`config.mk`:
```
export PLATFORM = sky130hd
export DESIGN_NAME = fisc_uart_tx_flat
export DESIGN_NICKNAME = d
export VERILOG_FILES = /design/src/rtl/fisc_uart_tx_pkg.sv /design/src/rtl/fisc_uart_tx_if.sv /design/src/rtl/fisc_sync_fifo.sv /design/src/rtl/fisc_uart_tx.sv /design/src/flat_wrapper.sv
export SDC_FILE = /design/constraint.sdc
export NUM_CORES = 1
export LEC_CHECK = 0
export CAP_MARGIN = 5
export CORE_MARGIN = 3
export CORE_UTILIZATION = 55
export CTS_BUF_LIST = sky130_fd_sc_hd__clkbuf_8
export CTS_CLUSTER_SIZE = 30
export DETAILED_ROUTE_END_ITERATION = 8
export PLACE_DENSITY = 0.73
export SYNTH_ARGS = -nofsm -noshare
export SYNTH_HDL_FRONTEND = slang
export SYNTH_SLANG_ARGS = --single-unit
```
`constraint.sdc`:
```
create_clock -name clk -period 4.85 [get_ports clk]
set_input_delay 0.97 -clock clk [delete_from_list [all_inputs] [get_ports clk]]
set_output_delay 0.97 -clock clk [all_outputs]
set_load 0.005 [all_outputs]
```
`src/rtl/fisc_uart_tx_pkg.sv`:
```
// Shared definitions for the FISC serial transmit port: FSM state encodings and 8N1 frame geometry.
package fisc_uart_tx_pkg;

  localparam int DATA_BITS  = 8;
  localparam int FRAME_BITS = 10;

  typedef enum logic [1:0] {
    ST_IDLE  = 2'd0,
    ST_START = 2'd1,
    ST_DATA  = 2'd2,
    ST_STOP  = 2'd3
  } tx_state_e;

endpackage

```
`src/rtl/fisc_uart_tx_if.sv`:
```
// CPU-side bus of the transmit port: write strobe/data in, FIFO and line status out.
interface fisc_uart_tx_if
  import fisc_uart_tx_pkg::*;
#(
  parameter int WordSize = DATA_BITS
);

  logic [WordSize-1:0] wdata;
  logic                wr;
  logic                full;
  logic                empty;
  logic                busy;
  logic                overflow;
  logic                txd;

  modport master (
    output wdata, wr,
    input  full, empty, busy, overflow, txd
  );

  modport slave (
    input  wdata, wr,
    output full, empty, busy, overflow, txd
  );

endinterface

```
`src/rtl/fisc_sync_fifo.sv`:
```
// Synchronous FIFO with combinational read data at the read pointer and flags decoded from the registered count.
module fisc_sync_fifo #(
  parameter  int Width = 8,
  parameter  int Depth = 8,
  localparam int AddrW = $clog2(Depth)
) (
  input  logic             clk,
  input  logic             reset,
  input  logic             push,
  input  logic             pop,
  input  logic [Width-1:0] din,
  output logic [Width-1:0] dout,
  output logic             full,
  output logic             empty,
  output logic [AddrW:0]   count
);

  logic [Width-1:0] r_mem [Depth];
  logic [AddrW-1:0] r_wr_ptr;
  logic [AddrW-1:0] r_rd_ptr;
  logic [AddrW:0]   r_count;

  // Storage carries no reset; stale entries are unreachable once the pointers clear.
  always_ff @(posedge clk) begin
    if (push) begin
      r_mem[r_wr_ptr] <= din;
    end
  end

  always_ff @(posedge clk) begin
    if (reset) begin
      r_wr_ptr <= '0;
      r_rd_ptr <= '0;
      r_count  <= '0;
    end else begin
      if (push) begin
        r_wr_ptr <= r_wr_ptr + 1'b1;
      end
      if (pop) begin
        r_rd_ptr <= r_rd_ptr + 1'b1;
      end
      case ({push, pop})
        2'b10:   r_count <= r_count + 1'b1;
        2'b01:   r_count <= r_count - 1'b1;
        default: r_count <= r_count;
      endcase
    end
  end

  assign dout  = r_mem[r_rd_ptr];
  assign full  = (r_count == (AddrW + 1)'(Depth));
  assign empty = (r_count == '0);
  assign count = r_count;

endmodule

```
`src/rtl/fisc_uart_tx.sv`:
```
// Memory-mapped 8N1 transmitter: CPU writes land in a FIFO, a baud-rate FSM serialises them on txd.
module fisc_uart_tx
  import fisc_uart_tx_pkg::*;
#(
  parameter int WordSize  = 8,
  parameter int ClkDiv    = 16,
  parameter int FifoDepth = 8
) (
  input  logic           clk,
  input  logic           reset,
  fisc_uart_tx_if.slave  bus
);

  localparam int BaudW  = $clog2(ClkDiv);
  localparam int CountW = $clog2(FifoDepth) + 1;
  localparam logic [BaudW-1:0] BaudReload = BaudW'(ClkDiv - 1);
  localparam logic [2:0]       LastBit    = 3'(DATA_BITS - 1);

  tx_state_e           r_state;
  tx_state_e           w_state_next;
  logic [BaudW-1:0]    r_baud;
  logic [BaudW-1:0]    w_baud_next;
  logic [2:0]          r_bit;
  logic [2:0]          w_bit_next;
  logic [WordSize-1:0] r_shift;
  logic [WordSize-1:0] w_shift_next;
  logic                r_txd;
  logic                w_txd_next;
  logic                r_overflow;

  logic                w_push;
  logic                w_pop;
  logic [WordSize-1:0] w_fifo_dout;
  logic                w_full;
  logic                w_empty;
  logic [CountW-1:0]   w_count;

  // A write into a full FIFO still fits when the FSM pops in the same cycle.
  assign w_push = bus.wr && ((w_count < CountW'(FifoDepth)) || w_pop);

  fisc_sync_fifo #(
    .Width (WordSize),
    .Depth (FifoDepth)
  ) u_fifo (
    .clk   (clk),
    .reset (reset),
    .push  (w_push),
    .pop   (w_pop),
    .din   (bus.wdata),
    .dout  (w_fifo_dout),
    .full  (w_full),
    .empty (w_empty),
    .count (w_count)
  );

  always_ff @(posedge clk) begin
    if (reset) begin
      r_state    <= ST_IDLE;
      r_baud     <= '0;
      r_bit      <= '0;
      r_shift    <= '0;
      r_txd      <= 1'b1;
      r_overflow <= 1'b0;
    end else begin
      r_state <= w_state_next;
      r_baud  <= w_baud_next;
      r_bit   <= w_bit_next;
      r_shift <= w_shift_next;
      r_txd   <= w_txd_next;
      if (bus.wr && !w_push) begin
        r_overflow <= 1'b1;
      end
    end
  end

  // txd is registered from the level the next state will drive, so it changes on the same edge as the state.
  always_comb begin
    w_state_next = r_state;
    w_baud_next  = r_baud;
    w_bit_next   = r_bit;
    w_shift_next = r_shift;
    w_txd_next   = 1'b1;
    w_pop        = 1'b0;
    case (r_state)
      ST_IDLE: begin
        if (!w_empty) begin
          w_pop        = 1'b1;
          w_shift_next = w_fifo_dout;
          w_baud_next  = BaudReload;
          w_state_next = ST_START;
          w_txd_next   = 1'b0;
        end
      end
      ST_START: begin
        w_txd_next = 1'b0;
        if (r_baud == '0) begin
          w_baud_next  = BaudReload;
          w_bit_next   = '0;
          w_state_next = ST_DATA;
          w_txd_next   = r_shift[0];
        end else begin
          w_baud_next = r_baud - 1'b1;
        end
      end
      ST_DATA: begin
        w_txd_next = r_shift[0];
        if (r_baud == '0) begin
          w_baud_next  = BaudReload;
          w_shift_next = r_shift >> 1;
          if (r_bit == LastBit) begin
            w_state_next = ST_STOP;
            w_txd_next   = 1'b1;
          end else begin
            w_bit_next = r_bit + 1'b1;
            w_txd_next = r_shift[1];
          end
        end else begin
          w_baud_next = r_baud - 1'b1;
        end
      end
      ST_STOP: begin
        w_txd_next = 1'b1;
        if (r_baud == '0) begin
          if (!w_empty) begin
            w_pop        = 1'b1;
            w_shift_next = w_fifo_dout;
            w_baud_next  = BaudReload;
            w_state_next = ST_START;
            w_txd_next   = 1'b0;
          end else begin
            w_state_next = ST_IDLE;
          end
        end else begin
          w_baud_next = r_baud - 1'b1;
        end
      end
      default: begin
        w_state_next = ST_IDLE;
      end
    endcase
  end

  assign bus.txd      = r_txd;
  assign bus.full     = w_full;
  assign bus.empty    = w_empty;
  assign bus.busy     = (r_state != ST_IDLE);
  assign bus.overflow = r_overflow;

endmodule
```
`src/flat_wrapper.sv`:
```
// flat-port wrapper written by rule: the top's interface ports become plain ports
module fisc_uart_tx_flat import fisc_uart_tx_pkg::*;
#(
  parameter int WordSize  = 8,
  parameter int ClkDiv    = 16,
  parameter int FifoDepth = 8
)
  (clk, reset, bus_wdata, bus_wr, bus_full, bus_empty, bus_busy, bus_overflow, bus_txd);
  fisc_uart_tx_if #(.WordSize(WordSize)) bus_i ();
  input  logic clk;
  input  logic reset;
  input wire logic [$bits(bus_i.wdata)-1:0] bus_wdata;
  input wire logic [$bits(bus_i.wr)-1:0] bus_wr;
  output wire logic [$bits(bus_i.full)-1:0] bus_full;
  output wire logic [$bits(bus_i.empty)-1:0] bus_empty;
  output wire logic [$bits(bus_i.busy)-1:0] bus_busy;
  output wire logic [$bits(bus_i.overflow)-1:0] bus_overflow;
  output wire logic [$bits(bus_i.txd)-1:0] bus_txd;
  assign bus_i.wdata = bus_wdata;
  assign bus_i.wr = bus_wr;
  assign bus_full = bus_i.full;
  assign bus_empty = bus_i.empty;
  assign bus_busy = bus_i.busy;
  assign bus_overflow = bus_i.overflow;
  assign bus_txd = bus_i.txd;
  fisc_uart_tx #(.WordSize(WordSize), .ClkDiv(ClkDiv), .FifoDepth(FifoDepth)) u_core (.clk(clk), .reset(reset), .bus(bus_i));
endmodule
```
==> impl_results.md <==
- Share of final-layout standard cells stronger than drive strength 1: 17.5%
- Wire length of the first global-routing pass: 11900 um
- Cell area after synthesis: 0.00416 sq mm
- Count of hold buffers inserted by post-cts repair: 0
- CP Launch Point: bus_wr
- Drt via density: 5.90
- Dpl ws: 1430 ps
- Effective utilization at floorplan: 57.1%
- Number of nets still failing antenna checks after routing: 0
- Routed wirelength normalized by instance count: 17.3 um
- Worst Max-Slew Pin Slew: 1060 ps
- Seq cells post-synth: 96
- Clock-pin slew on the worst setup and hold paths: 90 ps
- Share of power burned in combinational logic: 34.7%
- Sequential Power Share: 45.2%
- Leading register cell type out of synthesis: sky130_fd_sc_hd__edfxtp_1
- Clock network power share: 20.1%
- Crit path required time: 5140 ps
- Final-report hold violation count: 0
- Antenna cell count: 0
- Synth-to-layout area growth: 11.1%
- Status: complete, no violations
- Avg Inst Size Synth: 14.3 sq um
- Count of synthesis-stage warnings from yosys: 0
- Maximum vdd drop: 0.000232 V
- Setup Crit Path Kind: in -> reg
- Count of TritonRoute iterations in the first routing pass: 4
- Number of buffers added for setup after CTS: 0
- Number of enable flip-flop cells after synthesis: 64
- Top-Level Pins: 16
- Number of buffers on the longest clock path: 2
- Port-buffer cells: 15
- Filler cell count in the final layout: 572
- Chip width: 93.0 um
- First DRT Iteration DRCs: 158
- Distinct cell type count after synthesis: 52
- Power Internal: 0.00162 W
- Sw frac: 35.3%
- PD cells: 541 mW/mm^2
- Max Cap Viol: 0
- Number of endpoints failing setup at the final stage: 0
- Number of global-route vias before repair: 2391
- Total die area: 0.00865 sq mm
- Synth area leaders: sky130_fd_sc_hd__edfxtp_1 (46%), sky130_fd_sc_hd__dfxtp_1 (15%), sky130_fd_sc_hd__mux4_2 (8.7%)
- Fraction of synthesized cell area taken by the top area cell type: 46.2%
- Post-Syn Instances: 292
- Vert. Die Dim: 93.0 um
- GRT Residual Overflow: 0
- Setup_tns: 0 ps
- Aggregate routed wire length: 7160 um
- Via count of the routed design: 2436
- Initial antenna violation count: 0
- Root buffer cell: sky130_fd_sc_hd__clkbuf_8
- Worst endpoint data arrival time: 3350 ps
- CTS tree: yes
- Fin worst setup slack: 1790 ps
- Number of sinks on the clock net: 96
- Critical path endpoint category: flip-flop
- Total count of max-transition violations in the final report: 0
- Number of rows created at floorplan: 31
- Sequential-to-total area share from yosys stat: 61.5%
- Overall Global Routing Usage: 18.1%
- DRC violations left: 0
- Routability-driven placement congestion ratio: 0.788
- Worst Min Path Start: u_core.r_shift[0]
- R2r startpoint: u_core.r_baud[0]
- Reg-to-Reg End: u_core.u_fifo.count[2]
- Psw: 0.000882 W
- Path type of the worst min-delay path: reg -> reg
- Area leader, netlist: sky130_fd_sc_hd__edfxtp_1
- Leakage power: 1.55 nW
- Maximum number of pins on one net before global-route repair: 34
- Unrepaired setup endpoints after global routing: no
- Crit path launch type: primary input
- Number of nets produced by synthesis: 316
- Count of cells along the worst register-to-register path: 12
- CP Max Fanout: 9
- Fin crit period: 3060 ps
- Total Nets Final: 333
- Period Utilization, post-route: 63.1%
- Critical path capture point: u_core.u_fifo.count[2]
- Fraction of registers with async set or reset after synthesis: 0%
- Core area: 0.00729 sq mm
- Count of instances resized after the clock tree is built: 0
- Total half-perimeter wirelength after legalization and detailed placement: 4890 um
- H-tree depth reported by CTS: 3
- Later-pin clock latency in the skew report: 360 ps
- Worst relative slew slack: 28.6%
- Peak Freq: 0.327 GHz
- Reg-to-reg slack, setup: 1810 ps
- Number of buffers created by CTS: 9
- Clock skew after layout: 11.1 ps
-- final cells by class --
class | count | area [sq um] | share of cell area (%)
Clock buffer | 9 | 124 | 2.68
Clock inverter | 7 | 76.3 | 1.65
Inverter | 12 | 45.0 | 0.974
Multi-Input combinational cell | 169 | 1500 | 32.4
Sequential cell | 96 | 2560 | 55.4
Tap cell | 99 | 124 | 2.68
Timing Repair Buffer | 21 | 195 | 4.22
-- cell usage after synthesis (3+ instances only) --
cell                       instances
sky130_fd_sc_hd__mux2i_1          13
sky130_fd_sc_hd__mux4_2           16
sky130_fd_sc_hd__ha_1             13
sky130_fd_sc_hd__nor2b_1           5
sky130_fd_sc_hd__nor3_1            5
sky130_fd_sc_hd__clkbuf_1          8
sky130_fd_sc_hd__edfxtp_1         64
sky130_fd_sc_hd__nor3b_1           4
sky130_fd_sc_hd__dfxtp_1          32
sky130_fd_sc_hd__nor4b_1           7
sky130_fd_sc_hd__xor2_1            5
sky130_fd_sc_hd__o22ai_1           6
sky130_fd_sc_hd__a22oi_1           5
sky130_fd_sc_hd__o21ai_0          12
sky130_fd_sc_hd__inv_1            11
sky130_fd_sc_hd__nor2_1           23
sky130_fd_sc_hd__nand2_1           7
sky130_fd_sc_hd__a21oi_1          11
sky130_fd_sc_hd__buf_2             4
sky130_fd_sc_hd__or3_1             3
-- cells by family (layout without fill, tap and decap cells) --
family	after synthesis	in the layout	synth area share, %
muxes	30	30	12.0
AOI/OAI and AO/OA	51	51	8.56
buffers and inverters	27	49	2.91
DFF	96	96	61.5
xor gates and xnor gates	6	6	1.26
adders and majority gates	13	13	3.91
and+or+nand+nor	69	69	9.77
-- layout by cell type (no fill, tap or decap), types with 2 or more instances in the layout --
master / Yosys / routed
sky130_fd_sc_hd__a21oi_1: 11 / 11
sky130_fd_sc_hd__a22oi_1: 5 / 5
sky130_fd_sc_hd__a311oi_1: 2 / 2
sky130_fd_sc_hd__buf_4: 0 / 6
sky130_fd_sc_hd__clkbuf_8: 0 / 9
sky130_fd_sc_hd__clkdlybuf4s50_1: 0 / 15
sky130_fd_sc_hd__clkinv_8: 0 / 2
sky130_fd_sc_hd__clkinvlp_4: 0 / 2
sky130_fd_sc_hd__dfxtp_1: 32 / 32
sky130_fd_sc_hd__edfxtp_1: 64 / 64
sky130_fd_sc_hd__ha_1: 13 / 13
sky130_fd_sc_hd__inv_1: 11 / 11
sky130_fd_sc_hd__inv_6: 0 / 2
sky130_fd_sc_hd__mux2i_1: 13 / 13
sky130_fd_sc_hd__mux4_2: 16 / 16
sky130_fd_sc_hd__nand2_1: 7 / 7
sky130_fd_sc_hd__nand2b_1: 2 / 2
sky130_fd_sc_hd__nand4_1: 2 / 2
sky130_fd_sc_hd__nor2_1: 23 / 23
sky130_fd_sc_hd__nor2b_1: 5 / 5
sky130_fd_sc_hd__nor3_1: 5 / 5
sky130_fd_sc_hd__nor3b_1: 4 / 4
sky130_fd_sc_hd__nor4b_1: 7 / 5
sky130_fd_sc_hd__nor4b_2: 0 / 2
sky130_fd_sc_hd__o211ai_1: 2 / 2
sky130_fd_sc_hd__o21ai_0: 12 / 12
sky130_fd_sc_hd__o22ai_1: 6 / 6
sky130_fd_sc_hd__or2_2: 2 / 2
sky130_fd_sc_hd__or3_1: 3 / 3
sky130_fd_sc_hd__xor2_1: 5 / 5
-- routing by layer --
metal | wire length [um] | global-route usage [%] | part of all wire [%]
met2 | 3580 | 29.2 | 50
met3 | 366 | 4.99 | 5.1
met4 | 47 | 5.01 | 0.66
met1 | 3170 | 24.4 | 44
met5 | 0 | 0 | 0
-- power groups by stage --
stage / clock network, W / registers [W] / logic [W]
floorplan: 0 / 0.00108 / 0.000736
global placement: 0 / 0.00114 / 0.000853
detailed placement: 0 / 0.00115 / 0.000867
CTS: 0.000519 / 0.00113 / 0.000872
global route: 0.000552 / 0.00115 / 0.000962
finish: 0.000503 / 0.00113 / 0.000869
-- metrics by stage --
stage | util [%] | total power (W) | cells | cell area [sq um] | hold WS [ps]
2_1_floorplan | - | 0.00181 | 292 | 4160 | 436
3_3_place_gp | 60.7 | 0.00200 | 397 | 4430 | 445
3_5_place_dp | 60.7 | 0.00202 | 397 | 4430 | 450
4_1_cts | 63.4 | 0.00252 | 413 | 4630 | 472
5_1_grt | 63.4 | 0.00267 | 413 | 4630 | 497
6_report | 63.4 | 0.00250 | 413 | 4630 | 471
-- how the worst min path moves through the flow --
| stage | depth (start not counted) | end | slack [ps] |
|---|---|---|---|
| floorplan | 1 | u_core.r_shift[0] | 440 |
| global placement | 2 | u_core.r_bit[2] | 440 |
| detailed placement | 1 | u_core.r_shift[0] | 450 |
| CTS | 1 | u_core.r_shift[0] | 470 |
| global route | 2 | u_core.r_bit[1] | 500 |
| finish | 1 | u_core.r_shift[0] | 470 |
-- flip-flops by register name, indices dropped and copies added (netlist names), named ones only --
register / cells
u_core.r_shift: 8
u_core.u_fifo.r_rd_ptr: 3
u_core.u_fifo.r_wr_ptr: 3
u_core.r_state: 2
u_core.r_bit: 3
u_core.r_baud: 4
u_core.bus.txd: 1
u_core.u_fifo.count: 4
u_core.u_fifo.r_mem: 64
u_core.bus.overflow: 1
-- critical path, stage by stage --
cell,delay (ps)
sky130_fd_sc_hd__clkdlybuf4s50_1,470
sky130_fd_sc_hd__a21boi_0,300
sky130_fd_sc_hd__o21ai_2,230
sky130_fd_sc_hd__ha_1,330
sky130_fd_sc_hd__xor2_1,170
sky130_fd_sc_hd__ha_1,190
sky130_fd_sc_hd__a21oi_1,140
sky130_fd_sc_hd__xor2_1,90
sky130_fd_sc_hd__or3_1,300
sky130_fd_sc_hd__a21oi_1,140
Note: power is estimated with default switching activity, not from simulation.
